## src/rtl/exp_job_sequencer.sv

```systemverilog
// exp_job_sequencer: valid/ready wrapper around the start/done exponential core.
// It buffers x samples in a FIFO, runs one core job at a time and holds each result in a one-entry output register.
// Optional build macro EXP_SEQ_WATCHDOG_EN adds a sticky watchdog for the core's done handshake.
module exp_job_sequencer #(
    parameter int DEPTH          = 4,
    parameter int START_CYCLES   = 2,
    parameter int TIMEOUT_CYCLES = 255
) (
    input  logic        clk,
    input  logic        rst,
    input  logic        in_valid,
    output logic        in_ready,
    input  logic [15:0] in_x,
    output logic        out_valid,
    input  logic        out_ready,
    output logic [17:0] out_result,
    output logic        core_start,
    output logic [15:0] core_x,
    input  logic        core_done,
    input  logic [17:0] core_result,
    output logic        busy,
    output logic        err
);

    localparam int AW = (DEPTH > 1) ? $clog2(DEPTH) : 1;
    localparam int LW = (START_CYCLES > 1) ? $clog2(START_CYCLES) : 1;
    localparam logic [AW:0]   FULL_COUNT = (AW + 1)'(DEPTH);
    localparam logic [LW-1:0] LAST_LAUNCH = LW'(START_CYCLES - 1);

    if (DEPTH < 2 || (DEPTH & (DEPTH - 1)) != 0) begin : g_bad_depth
        $error("DEPTH must be a power of two and at least 2");
    end
    if (START_CYCLES < 1) begin : g_bad_start
        $error("START_CYCLES must be at least 1");
    end
    if (TIMEOUT_CYCLES < 1) begin : g_bad_timeout
        $error("TIMEOUT_CYCLES must be at least 1");
    end

    typedef enum logic [2:0] {
        IDLE,
        LAUNCH,
        WAIT_LOW,
        WAIT_HIGH,
        CAPTURE
    } state_t;

    state_t          state, state_nxt;
    logic [15:0]     mem [DEPTH];
    logic [AW-1:0]   wr_ptr, rd_ptr;
    logic [AW:0]     count;
    logic [LW-1:0]   launch_cnt;
    logic            push, pop, full, empty;
    logic            launch_last, out_free, waiting, timeout;

    assign full        = (count == FULL_COUNT);
    assign empty       = (count == '0);
    assign in_ready    = !full;
    assign push        = in_valid && in_ready;
    assign launch_last = (launch_cnt == LAST_LAUNCH);
    assign pop         = (state == LAUNCH) && launch_last;
    assign out_free    = !out_valid || out_ready;
    assign waiting     = (state == WAIT_LOW) || (state == WAIT_HIGH);

    assign core_start  = (state == LAUNCH);
    assign core_x      = mem[rd_ptr];
    assign busy        = (state != IDLE);

    // FIFO pointers and occupancy; pointers wrap naturally because DEPTH is a power of two.
    // NOTE: sequential state uses non-blocking assignments so every register samples pre-edge values.
    always_ff @(posedge clk) begin
        if (rst) begin
            wr_ptr <= '0;
            rd_ptr <= '0;
            count  <= '0;
        end else begin
            if (push) wr_ptr <= wr_ptr + 1'b1;
            if (pop)  rd_ptr <= rd_ptr + 1'b1;
            case ({push, pop})
                2'b10:   count <= count + 1'b1;
                2'b01:   count <= count - 1'b1;
                default: count <= count;
            endcase
        end
    end

    // NOTE: storage array has no reset; occupancy is tracked by count, so stale data is never observed.
    always_ff @(posedge clk) begin
        if (push) mem[wr_ptr] <= in_x;
    end

    always_ff @(posedge clk) begin
        if (rst) begin
            state <= IDLE;
        end else begin
            state <= state_nxt;
        end
    end

    // NOTE: next state gets a default before the case so no latch is inferred.
    always_comb begin
        state_nxt = state;
        case (state)
            IDLE:      if (!empty && core_done && out_free) state_nxt = LAUNCH;
            LAUNCH:    if (launch_last) state_nxt = WAIT_LOW;
            WAIT_LOW:  if (!core_done) state_nxt = WAIT_HIGH;
            WAIT_HIGH: if (core_done) state_nxt = CAPTURE;
            CAPTURE:   state_nxt = IDLE;
            default:   state_nxt = IDLE;
        endcase
        if (timeout) state_nxt = IDLE;
    end

    always_ff @(posedge clk) begin
        if (rst) begin
            launch_cnt <= '0;
        end else if (state == LAUNCH && !launch_last) begin
            launch_cnt <= launch_cnt + 1'b1;
        end else begin
            launch_cnt <= '0;
        end
    end

    // A capture cannot coincide with a consumer clear: launches only start with the register free.
    always_ff @(posedge clk) begin
        if (rst) begin
            out_valid  <= 1'b0;
            out_result <= '0;
        end else if (state == CAPTURE) begin
            out_valid  <= 1'b1;
            out_result <= core_result;
        end else if (timeout) begin
            out_valid  <= 1'b1;
            out_result <= '1;
        end else if (out_valid && out_ready) begin
            out_valid  <= 1'b0;
        end
    end

`ifdef EXP_SEQ_WATCHDOG_EN
    localparam int WW = $clog2(TIMEOUT_CYCLES + 1);
    localparam logic [WW-1:0] WD_LAST = WW'(TIMEOUT_CYCLES - 1);

    logic [WW-1:0] wd_cnt;
    logic          err_q;

    // Fires on the wait cycle in which the counter would reach TIMEOUT_CYCLES.
    assign timeout = waiting && (wd_cnt == WD_LAST);
    assign err     = err_q;

    always_ff @(posedge clk) begin
        if (rst) begin
            wd_cnt <= '0;
            err_q  <= 1'b0;
        end else begin
            if (pop) begin
                wd_cnt <= '0;
            end else if (waiting) begin
                wd_cnt <= wd_cnt + 1'b1;
            end
            if (timeout) err_q <= 1'b1;
        end
    end
`else
    assign timeout = 1'b0;
    assign err     = 1'b0;
    logic unused_waiting;
    assign unused_waiting = waiting;
`endif

endmodule

```

## config.mk

```make
export PLATFORM = sky130hd
export DESIGN_NAME = exp_job_sequencer
export DESIGN_NICKNAME = d
export VERILOG_FILES = /design/src/rtl/exp_job_sequencer.sv
export SDC_FILE = /design/constraint.sdc
export NUM_CORES = 1
export LEC_CHECK = 0
export BUFFER_PORTS_ARGS = -buffer_cell sky130_fd_sc_hd__buf_2
export CORE_UTILIZATION = 51
export DETAILED_ROUTE_END_ITERATION = 8
export GPL_ROUTABILITY_DRIVEN = 1
export PLACE_DENSITY = 0.75
export REMOVE_ABC_BUFFERS = 1
export SYNTH_ARGS = -nofsm -noshare
export SYNTH_HDL_FRONTEND = slang
export SYNTH_SLANG_ARGS = --single-unit
```

## constraint.sdc

```tcl
create_clock -name clk -period 4.6 [get_ports clk]
set_clock_uncertainty 0.05 [all_clocks]
set_input_delay 0.69 -clock clk [delete_from_list [all_inputs] [get_ports clk]]
set_output_delay 0.69 -clock clk [all_outputs]
set_load 0.01 [all_outputs]
```

Word-level counts from Yosys, hierarchy flattened
Memories as Yosys holds them, arrays and structs flattened. A register that Yosys moved wholly into a read port is not among the register bits.
Index checks and enable logic that the tools add are counted.
W data, S select, Z words.
{"block": "totals", "romBits": 0, "regBits": 30, "memories": 1, "mem_bits_rw": 64, "latch_bits": 0, "in_bits": 39}
{"block": "classes", "eq_ne": 11, "shifts": 0, "bitwise_logic": 1, "n_addsub": 5, "n_reduce_logical": 18, "div": 0, "n_lt_le_gt_ge": 0, "n_mux": 12, "multipliers": 0}
{"memory": "mem", "depth": 4, "word_bits": 16, "read_ports": 1, "rd_ports_with_merged_regs": 1, "wr": 1, "line_no": "49", "text": "logic [15:0] mem [DEPTH];"}
{"operator": "$mux W3", "count": 4}
{"operator": "$pmux W3 S4", "count": 1}
{"operator": "$eq A3 B2 Y1 const B", "count": 2}
{"operator": "$eq A3 B3 Y1 const B", "count": 2}
{"operator": "$logic_and A1 B1 Y1", "count": 6}
{"operator": "$logic_not A3 Y1", "count": 2}
{"operator": "$ne A2 B2 Y1 const B", "count": 3}
{"operator": "$pmux W3 S2", "count": 1}
{"operator": "$add A2 B1 Y2 const B", "count": 2}
{"operator": "$logic_not A1 Y1", "count": 4}
{"operator": "$mux W1", "count": 4}
{"operator": "$mux W2", "count": 2}
{"operator": "$reduce_and A4 Y1", "count": 1}
{"operator": "$reduce_bool A2 Y1", "count": 2}
{"operator": "$add A3 B1 Y3 const B", "count": 1}
{"operator": "$eq A3 B1 Y1 const B", "count": 1}
{"operator": "$reduce_bool A3 Y1", "count": 1}
{"operator": "$sub A3 B1 Y3 const B", "count": 1}
{"operator": "$eq A2 B1 Y1 const B", "count": 1}
{"operator": "$eq A2 B2 Y1 const B", "count": 1}
{"operator": "$ne A2 B1 Y1 const B", "count": 1}
{"operator": "$reduce_or A2 Y1", "count": 1}
{"operator": "$add A1 B1 Y1 const B", "count": 1}
{"operator": "$logic_or A1 B1 Y1", "count": 1}
{"operator": "$not A1 Y1", "count": 1}

Longest topological paths before layout
{"block": "depth", "depth_word": 6, "depth_mapped": 9, "mapped_depth_nobuf": 9}

Worst setup path before layout
OpenSTA, ideal clock, no wires.
{"block": "synth_path", "path_kind": "input port to flip-flop", "start": "in in_valid", "end": "reg count[2]", "stages": 8, "t_arrival_ns": 2.065, "required_time_ns": 4.480, "setup_ns": 0.070, "slack_ns": 2.415, "cell_sequence": "a21boi_2 -> inv_1 -> ha_1 -> inv_1 -> fa_1 -> xor2_1 -> or3_1 -> a21oi_1"}
{"block": "synth_via", "elab_chain_len": 3, "elab_cells_between_ends": 5, "cone_classes": "2 x eq/ne; 1 x mux; 2 x reduce/logical"}
{"item": "start, declared", "line_no": "11", "text": "input logic in_valid,"}
{"item": "$logic_and A1 B1 Y1 *", "line_no": "59", "text": "assign push = in_valid && in_ready;"}
{"item": "$eq A2 B1 Y1 / $eq A2 B2 Y1 (equally long branches)", "line_no": "79", "text": "case ({push, pop})"}
{"item": "$pmux W3 S2 / $reduce_bool A2 Y1 (equally long branches)"}
{"item": "end signal, assigned", "line_no": "80", "text": "2'b10: count <= count + 1'b1;"}
{"item": "end signal, assigned", "line_no": "81", "text": "2'b01: count <= count - 1'b1;"}
{"item": "end signal, assigned", "line_no": "82", "text": "default: count <= count;"}
{"item": "end, declared", "line_no": "51", "text": "logic [AW:0] count;"}
Every way passes the cells marked *; elsewhere a longest branch is shown, timed or not.
A chain may end at the register's enable or synchronous reset.

==> flow_metrics.tcl <==
set metrics [dict create \
    outcome "finished, final reports clean" \
    wl_um 5850 \
    fin_crit_sh_pct 63.4 \
    rsz0062_at_grt "false" \
    fin_ws_ns 1.68 \
    drtAntennaViolNets 0 \
    p_leak_nw 1.58 \
    synth_warnings 0 \
    async_reset_ff_share_pct 0 \
    dp_hpwl_um 3790 \
    cts.path.max_buffers 2 \
    yosys.cell_types.count 34 \
    pwr-share-comb_pct 6.7 \
    gp_congestion 0.738 \
    synth_top_flop_cell "edfxtp_1" \
    dp_slack_ns 1.98 \
    grt_pass1_vias 1968 \
    io_buffer_count 76 \
    finalSetupTns_ns 0 \
    drive_gt1_share_pct 37.1 \
    hold_path_class "reg2reg" \
    cts_buffers 9 \
    ys_seq_elements 96 \
    wl_per_cell_um 14.7 \
    synth_area_um2 3670 \
    max_freq_mhz 343 \
    final_cell_mix "76 x buf_2, 64 x edfxtp_1, 32 x dfxtp_1" \
    initial_core_util_pct 53.5 \
    cts_root_buffer "clkbuf_8" \
    cp_data_arrival_time_ns 2.18 \
    antenna_found_initial 0 \
    post-route-min-period_ns 2.92 \
    firstDrtPassIters 4 \
    grt_max_degree 35 \
    p_seq_share_pct 60.1 \
    grt_use_total_pct 16.8 \
    slew_headroom_pct 22.5 \
    die_area_um2 7540 \
    p_sw_share_pct 22.0 \
    n_antenna_cell 0 \
    cts-resized-gates 0 \
    final_common_cell "buf_2" \
    core_area_um2 6870 \
    io_pins 78 \
    slew_viol_final 0 \
    die_h_um 86.9 \
    vias_per_cell 4.99 \
    power_frac_clock_pct 33.1 \
    powerDensity_nw_per_um2 376 \
    clock_sinks 96 \
    drc 0 \
    worstMarginPinSlew_ns 1.16 \
    final-setup-viol-count 0 \
    clk_pin_slew_ns 0.09 \
    cts_tree "yes" \
    worstPathMaxFanout 16 \
    hold_viol_final 0 \
    nets 342 \
    area_growth_pct 16.7 \
    grt_first_pass_wirelength_um 9380 \
    endpoint_kind "output pin" \
    syn_area_per_cell_um2 16.6 \
    power_switching_w 0.000356 \
    max-cap-violations 0 \
    total_power_w 0.00161 \
    synth_cells 221 \
    irDropWorstVdd_mv 0.150 \
    seq_area_frac_synth_pct 69.8 \
    multi_input_area_um2 1000 \
    htreeDepth 3 \
    overflow 0 \
    vias 1985 \
    regArea_um2 2560 \
    required_ns 3.86 \
    rrSetupSlack_ns 2.40 \
    critPathLaunchType "flip-flop" \
    worstSetupPathType "reg2out" \
    rows 30 \
    insertion_delay_ns 0.35 \
    die_w_um 86.9 \
    drt_iter0_drc 85 \
    hold_buffers 0 \
    p_int_w 0.00126 \
    cts_setup_buffers 0 \
    synth_edf_count 64 \
    fillers 523 \
]
-- layer usage --
layer  vias up  part of all wire (%)  global-route usage (%)
met5         -                     0                       0
met4         0                   1.3                    5.91
met3        10                   6.7                    5.40
met2        68                    47                    26.6
met1       942                    45                    21.9
li1        965                     -                       -
-- flip-flops by register name, indices dropped and copies added (netlist names), named ones only --
| signal | cells |
|---|---|
| wr_ptr | 2 |
| out_result | 18 |
| out_valid | 1 |
| mem | 64 |
| launch_cnt | 1 |
| count | 3 |
| rd_ptr | 2 |
| state | 3 |
-- logic make-up after synthesis --
| family | after synthesis | synth area share, % |
|---|---|---|
| muxes | 36 | 15.3 |
| adders and majority gates | 6 | 2.25 |
| and+or+nand+nor | 54 | 7.29 |
| buffers and inverters | 17 | 3.07 |
| AOI/OAI and AO/OA | 8 | 1.50 |
| DFF | 96 | 69.8 |
| xor gates and xnor gates | 3 | 0.716 |
| other | 1 | 0.102 |
-- worst paths after layout --
check / startpoint / endpoint / cells past startpoint
worst max-delay path: flip-flop / core_x[3] / 2
worst min-delay path: launch_cnt$_SDFF_PP0_ / launch_cnt$_SDFF_PP0_ / 1
worst max register to register: state[0]$_SDFFE_PP0P_ / count[2]$_SDFFE_PP0P_ / 7
worst min register to register: launch_cnt$_SDFF_PP0_ / launch_cnt$_SDFF_PP0_ / 1
-- Yosys cell counts, types with 4 or more instances --
| cell type | number | area share [%] |
|---|---|---|
| mux4_2 | 16 | 9.8 |
| inv_1 | 6 | 0.61 |
| nand2b_1 | 4 | 0.68 |
| dfxtp_1 | 32 | 17 |
| nor2_1 | 31 | 3.2 |
| and2_1 | 4 | 0.68 |
| a21oi_1 | 4 | 0.55 |
| ha_1 | 5 | 1.7 |
| edfxtp_1 | 64 | 52 |
| mux2i_1 | 19 | 5.2 |
-- layout make-up --
class / count / share of cell area (%)
Sequential cell: 96 / 59.8
Multi-Input combinational cell: 108 / 23.4
Timing Repair Buffer: 76 / 8.88
Clock buffer: 10 / 2.98
Tap cell: 96 / 2.80
Clock inverter: 6 / 1.58
Inverter: 6 / 0.526
-- through the flow --
step	hold WS (ns)	instance area, um2	utilization [%]	std cells
after floorplan	0.376	3580	-	210
after global placement	0.412	4090	59.5	382
after detailed placement	0.411	4090	59.5	382
after CTS	0.446	4280	62.4	398
after global routing	0.476	4280	62.4	398
final	0.445	4280	62.4	398
-- power by group through the flow --
stage	sequential, W	clock [W]	combinational (W)
after detailed placement	0.000990	0	0.000110
after CTS	0.000970	0.000546	0.000110
after global routing	0.000973	0.000583	0.000122
after floorplan	0.000984	0	0.0000596
final	0.000970	0.000535	0.000108
after global placement	0.000988	0	0.000107
-- worst max-delay path, stage by stage, from the launching register on --
cell     delay (ns)
dfxtp_1        1.04
mux4_2         0.63
buf_2          0.16
Note: power is estimated with default switching activity, not from simulation.
